==> src/rtl/intel_pcie_tlp_completer.sv <==
// intel_pcie_tlp_completer: single-DW MRd/MWr target completer on 256-bit TLP Avalon-ST streams
module intel_pcie_tlp_completer #(
   parameter int ADDR_W = 10
) (
   input  logic              clk,
   input  logic              reset_n,
   input  logic [15:0]       completer_id,
   input  logic [255:0]      tlp_rx_st_data,
   input  logic [2:0]        tlp_rx_st_empty,
   input  logic              tlp_rx_st_startofpacket,
   input  logic              tlp_rx_st_endofpacket,
   input  logic              tlp_rx_st_error,
   input  logic              tlp_rx_st_valid,
   output logic              tlp_rx_st_ready,
   output logic [255:0]      tlp_tx_st_data,
   output logic [2:0]        tlp_tx_st_empty,
   output logic              tlp_tx_st_startofpacket,
   output logic              tlp_tx_st_endofpacket,
   output logic              tlp_tx_st_valid,
   input  logic              tlp_tx_st_ready,
   output logic [ADDR_W-1:0] reg_address,
   output logic              reg_read,
   output logic              reg_write,
   output logic [31:0]       reg_writedata,
   output logic [3:0]        reg_byteenable,
   input  logic              reg_waitrequest,
   input  logic [31:0]       reg_readdata,
   input  logic              reg_readdatavalid,
   output logic [15:0]       drop_count
);
   typedef enum logic [2:0] {IDLE, DROP, WRITE, READ, RDATA, SEND} state_t;
   state_t state_q, state_d;
   logic [31:0] dw0, dw1, dw2, dw3, dw4, lo, pay;
   logic is_mwr, is_mrd, len1, accept, drop_inc, load, build_ur, build_cpl;
   logic rx_ready_q, reg_read_q, reg_write_q, tx_valid_q;
   logic [255:0] tx_data_q, tx_data_d;
   logic [2:0] tx_empty_q, tx_empty_d;
   logic [ADDR_W-1:0] addr_q;
   logic [31:0] wdata_q;
   logic [3:0] be_q;
   logic [15:0] req_q, req_s, drop_q;
   logic [7:0] tag_q, tag_s;
   logic [2:0] tc_q, tc_s;
   logic [1:0] attr_q, attr_s;
   logic [4:0] la_q, la_s;
   logic unused_ok;
   assign dw0 = tlp_rx_st_data[31:0];
   assign dw1 = tlp_rx_st_data[63:32];
   assign dw2 = tlp_rx_st_data[95:64];
   assign dw3 = tlp_rx_st_data[127:96];
   assign dw4 = tlp_rx_st_data[159:128];
   assign lo = dw0[29] ? dw3 : dw2;
   assign pay = dw0[29] ? dw4 : dw3;
   assign is_mwr = dw0[31:30] == 2'b01 && dw0[28:24] == 5'b0;
   assign is_mrd = dw0[31:30] == 2'b00 && dw0[28:24] == 5'b0;
   assign len1 = dw0[9:0] == 10'd1;
   assign accept = tlp_rx_st_valid && rx_ready_q;
   assign unused_ok = ^{tlp_rx_st_data[255:160], tlp_rx_st_empty, dw0, dw1, lo};
   // Request decode and transaction sequencing
   always_comb begin
      state_d = state_q;
      drop_inc = 1'b0;
      load = 1'b0;
      build_ur = 1'b0;
      build_cpl = 1'b0;
      case (state_q)
         IDLE: if (accept && tlp_rx_st_startofpacket) begin
            if (!tlp_rx_st_endofpacket) begin
               state_d = DROP;
               drop_inc = 1'b1;
            end else if (tlp_rx_st_error) drop_inc = 1'b1;
            else if (is_mwr && len1) begin
               state_d = WRITE;
               load = 1'b1;
            end else if (is_mrd && len1) begin
               state_d = READ;
               load = 1'b1;
            end else if (is_mrd) begin
               state_d = SEND;
               load = 1'b1;
               build_ur = 1'b1;
            end else drop_inc = 1'b1;
         end
         DROP:  if (accept && tlp_rx_st_endofpacket) state_d = IDLE;
         WRITE: if (!reg_waitrequest) state_d = IDLE;
         READ:  if (!reg_waitrequest) state_d = RDATA;
         RDATA: if (reg_readdatavalid) begin
            state_d = SEND;
            build_cpl = 1'b1;
         end
         SEND:  if (tlp_tx_st_ready) state_d = IDLE;
         default: state_d = IDLE;
      endcase
   end
   // Completion beat assembly; a UR is built straight from the arriving header
   always_comb begin
      req_s = build_ur ? dw1[31:16] : req_q;
      tag_s = build_ur ? dw1[15:8] : tag_q;
      tc_s = build_ur ? dw0[22:20] : tc_q;
      attr_s = build_ur ? dw0[13:12] : attr_q;
      la_s = build_ur ? lo[6:2] : la_q;
      tx_data_d = tx_data_q;
      tx_empty_d = tx_empty_q;
      if (build_ur || build_cpl) begin
         tx_data_d = '0;
         tx_data_d[127:0] = {build_ur ? 32'h0 : reg_readdata,
                             req_s, tag_s, 1'b0, la_s, 2'b00,
                             completer_id, build_ur ? 3'b001 : 3'b000, 1'b0, 12'd4,
                             build_ur ? 3'b000 : 3'b010, 5'b01010, 1'b0, tc_s, 4'b0,
                             2'b00, attr_s, 2'b00, build_ur ? 10'd0 : 10'd1};
         tx_empty_d = build_ur ? 3'd5 : 3'd4;
      end
   end
   // State, registered strobes/beat and request latches
   always_ff @(posedge clk or negedge reset_n) begin
      if (!reset_n) begin
         state_q <= IDLE;
         rx_ready_q <= 1'b0;
         reg_read_q <= 1'b0;
         reg_write_q <= 1'b0;
         tx_valid_q <= 1'b0;
         tx_data_q <= '0;
         tx_empty_q <= '0;
         drop_q <= '0;
         addr_q <= '0;
         wdata_q <= '0;
         be_q <= '0;
         req_q <= '0;
         tag_q <= '0;
         tc_q <= '0;
         attr_q <= '0;
         la_q <= '0;
      end else begin
         state_q <= state_d;
         rx_ready_q <= state_d == IDLE || state_d == DROP;
         reg_read_q <= state_d == READ;
         reg_write_q <= state_d == WRITE;
         tx_valid_q <= state_d == SEND;
         tx_data_q <= tx_data_d;
         tx_empty_q <= tx_empty_d;
         if (drop_inc && drop_q != 16'hFFFF) drop_q <= drop_q + 16'd1;
         if (load) begin
            addr_q <= lo[ADDR_W+1:2];
            wdata_q <= pay;
            be_q <= dw1[3:0];
            req_q <= dw1[31:16];
            tag_q <= dw1[15:8];
            tc_q <= dw0[22:20];
            attr_q <= dw0[13:12];
            la_q <= lo[6:2];
         end
      end
   end
   assign tlp_rx_st_ready = rx_ready_q;
   assign tlp_tx_st_data = tx_data_q;
   assign tlp_tx_st_empty = tx_empty_q;
   assign tlp_tx_st_valid = tx_valid_q;
   assign tlp_tx_st_startofpacket = tx_valid_q;
   assign tlp_tx_st_endofpacket = tx_valid_q;
   assign reg_read = reg_read_q;
   assign reg_write = reg_write_q;
   assign reg_address = addr_q;
   assign reg_writedata = wdata_q;
   assign reg_byteenable = be_q;
   assign drop_count = drop_q;
endmodule

==> config.mk <==
export PLATFORM = sky130hd
export DESIGN_NAME = intel_pcie_tlp_completer
export DESIGN_NICKNAME = d
export VERILOG_FILES = /design/src/rtl/intel_pcie_tlp_completer.sv
export SDC_FILE = /design/constraint.sdc
export NUM_CORES = 1
export LEC_CHECK = 0
export ABC_CLOCK_PERIOD_IN_PS = 6530
export CAP_MARGIN = 0
export CORE_AREA = 3 3 251 253
export CTS_CLUSTER_SIZE = 8
export DETAILED_ROUTE_END_ITERATION = 10
export DIE_AREA = 0 0 254 256
export GPL_TIMING_DRIVEN = 0
export PLACE_DENSITY = 0.48
export SYNTH_ARGS = -nofsm -noshare
export SYNTH_HDL_FRONTEND = slang
export SYNTH_SLANG_ARGS = --single-unit
==> constraint.sdc <==
create_clock -name clk -period 6.53 [get_ports clk]
set_clock_uncertainty 0.1 [all_clocks]
set_input_delay 0.9795 -clock clk [delete_from_list [all_inputs] [get_ports clk]]
set_output_delay 0.9795 -clock clk [all_outputs]
set_load 0.05 [all_outputs]
==> impl_results.md <==
* DRT iter0 DRCs at 206
* Asr flop ratio synth at 100.0%
* Clock share of power at 25.5%
* Critical-path top delay cell: nor4b_1
* Worst setup path startpoint: tlp_rx_st_data[1]
* Cell Count, Final, Fillers Out at 2160
* Chip Height at 256 um
* Worst hold path class: in -> async
* Root Driver: clkbuf_16
* Critical Path End Type: flip-flop
* Area leader, netlist: dfrtp_1
* CP required at 6790 ps
* Pwr dens at 283.0 mW/mm2
* Number of setup violations in the final report at 0
* Post-route ant nets at 0
* Detailed Route WL at 32.18 mm
* DRC Markers at 0
* Top post-synthesis cells by area: dfrtp_1 50%, buf_4 14%, mux2_4 5.9%
* Crit path top cell by count: buf_2
* Cell area after layout at 0.01484 mm2
* Worst-path cell chain: clkdlybuf4s50_1 -> nor4b_1 -> nand3_1 -> and4_1 -> buf_2 -> nor2_2 -> buf_2 -> mux2_2
* All-Layer GR Usage at 9.959%
* Reg2Reg Capture Point: tlp_tx_st_data[113]
* Period utilization at 56.24%
* I/O pin total at 643
* Crit start category: primary input
* FP Rows at 91
* Cell with the most instances after synthesis: dfrtp_1
* DP Area at 0.01425 mm2
* Static leakage at 0.007197 uW
* R2R cell count at 6
* Outcome: completed
* Placed Cells at 2129
* Nets at 1675
* Post-synthesis sequential area ratio at 49.67%
* Number of buffers inserted by post-CTS setup repair at 0
* M1 WL at 13.17 mm
* DR vias at 7337
* Initial core utilization at 15.05%
* DP HPWL at 25.73 mm
* Met2 WL at 16.16 mm
* Cell count after synthesis at 832
* Fin. max-slew vios at 0
* Int Pwr at 2469 uW
* Initial antenna violation count at 1
* Worst Tran Pin Value at 941.3 ps
* Synth Warn # at 0
* CTS tree: built
* Met3 wire len at 2.347 mm
* Grt ovf at 0
* Crit path time final at 3673 ps
* CTS Hold Buffers Added at 0
* H-tree Lvls at 4
* Crit-path max FO at 10
* FMAX at 272.3 MHz
* Cell count along the critical path at 8
* Clock buffer depth at 2
* Largest delay contributor family on the critical path: simple AND/OR/NAND/NOR gates
* Largest net degree at the start of global routing at 98
* Worst R2R Start: state_q[1]
* Core box area at 0.06126 mm2
* Reg2reg setup slack at 3620 ps
* Via density at 3.397
* CP max stage delay at 750 ps
* Die Area at 0.06502 mm2
* Ys flop type: dfrtp_1
* Post-synthesis instance area at 0.009219 mm2
* Post-synth cell types at 44
* WP buf/inv at 3
* First-pass GRT wire length at 48.87 mm
* Final core utilization at 24.23%
* Post-synth EDFFs at 0
* Unrepaired setup endpoints after global routing: false
* Register bit count reported by yosys at 183
* Synth top area share at 49.67%
* Uppermost routed layer: met4
* Syn_area_per_cell at 11.08 um2
* Gate power share at 40.7%
* Worst Setup EP: tlp_tx_st_data[61]
* Die W at 254 um
* Initial DRT Pass Iterations at 4
* Vias in the first global route at 7837
* Clk_lat worst skew at 470 ps
* Ant diodes at 0
* Switching Power at 1731 uW
* Worst slew margin at 37.25%
* Final hold violation count at 0
* Area delta synth->final at 60.98%
* Switch share at 41.21%
* Max Cap Viol at 0
* CTS Buf Count at 17
* Setup CP Type: in -> reg
* DR WL/cell at 14.90 um
* Register share of total power at 33.8%
* Synth top cells by count: 183 x dfrtp_1, 176 x buf_4, 114 x nand2_1
* CTS clk-pin slew, worst paths at 70 ps
* TritonCTS sink count at 183
* IO Port Bufs at 338
* VDD IR-drop max at 196.9 uV
* Fillers at 6624
* Share of post-route cells with drive strength above 1 at 20.80%
* CP Data Arrival Time at 3930 ps
* Gpl congestion at 0.7305
* Post-cts sizing count at 0
## per-layer routing
| layer | up-vias | track usage, % |
|---|---|---|
| li1 | 3551 | - |
| met1 | 3516 | 11.53 |
| met2 | 251 | 17.27 |
| met3 | 19 | 3.018 |
| met4 | 0 | 3.584 |
| met5 | - | 0 |
## layout make-up
class / count / area [um2] / share of cell area [%]
clock inverters: 12 / 143.9 / 0.9696
multi-input cells: 598 / 3734 / 25.16
well taps: 790 / 988.4 / 6.660
flip-flops and latches: 183 / 4579 / 30.86
plain buffers: 219 / 1536 / 10.35
clock buffers: 19 / 442.9 / 2.985
repair buffers: 339 / 3416 / 23.02
## layout by cell type (no fill, tap or decap), types with 4 or more instances in the layout
cell type,n
a21o_1,35
nand3_1,7
clkbuf_16,17
dfrtp_1,183
mux2_4,36
buf_4,176
nor4b_1,4
o21ai_0,69
mux2i_1,37
buf_1,4
nand2_1,114
buf_2,7
clkbuf_1,27
conb_1,169
nand4_1,5
a22o_1,35
xnor2_1,13
nor2b_1,4
nor2_1,5
clkdlybuf4s50_1,337
buf_6,6
mux2_2,24
nor4_1,4
## per-stage QoR
| stage | total power [uW] | setup TNS, ps | hold WS [ps] | worst slack, ps |
|---|---|---|---|---|
| 6_report | 4200 | 0 | 374.4 | 2857 |
| 5_1_grt | 4409 | 0 | 394.6 | 2593 |
| 4_1_cts | 4282 | 0 | 365.6 | 2663 |
| 3_5_place_dp | 3162 | 0 | 364.6 | 2114 |
| 3_3_place_gp | 3145 | -714010 | 359.7 | -3939 |
| 2_1_floorplan | 2545 | 0 | 379.7 | 3855 |
## how the worst min path moves through the flow
stage                                   from            endpoint  slack (ps)  depth (start not counted)
after CTS                            reset_n   reg_byteenable[2]         370                          1
after global routing                 reset_n   reg_byteenable[3]         390                          1
after detailed placement  tlp_tx_st_data[72]  tlp_tx_st_data[72]         360                          1
after floorplan                      tc_q[0]             tc_q[0]         380                          1
after global placement    tlp_tx_st_data[21]  tlp_tx_st_data[21]         360                          1
final                                reset_n   reg_byteenable[2]         370                          1
## kinds of logic (layout without fill, tap and decap cells)
| kind of cell | after synthesis | in the layout | share of synthesized area, % |
|---|---|---|---|
| and+or+nand+nor | 171 | 171 | 8.822 |
| muxes | 97 | 97 | 12.81 |
| AOI/OAI and AO/OA | 145 | 145 | 10.42 |
| xor gates and xnor gates | 15 | 15 | 1.425 |
| DFF | 183 | 183 | 49.67 |
| other | 1 | 169 | 0.04068 |
| adders and majority gates | 1 | 1 | 0.1357 |
| buffers and inverters | 219 | 589 | 16.67 |
## sequential cells by signal, summed over array words and instances, names as in the netlist
signal / cells
tag_q: 8
tlp_tx_st_endofpacket: 1
reg_read: 1
tlp_tx_st_empty: 1
reg_writedata: 32
reg_write: 1
drop_count: 16
attr_q: 2
tlp_rx_st_ready: 1
tc_q: 3
reg_address: 10
reg_byteenable: 4
req_q: 16
state_q: 3
tlp_tx_st_data: 84
## power by group through the flow
stage | Combinational [uW] | Clock [uW] | Sequential, uW
finish | 1710 | 1070 | 1420
global route | 1790 | 1170 | 1450
CTS | 1720 | 1140 | 1420
detailed placement | 1720 | 0 | 1440
global placement | 1710 | 0 | 1440
floorplan | 512 | 0 | 2030
(Power assumes the default switching activity.)
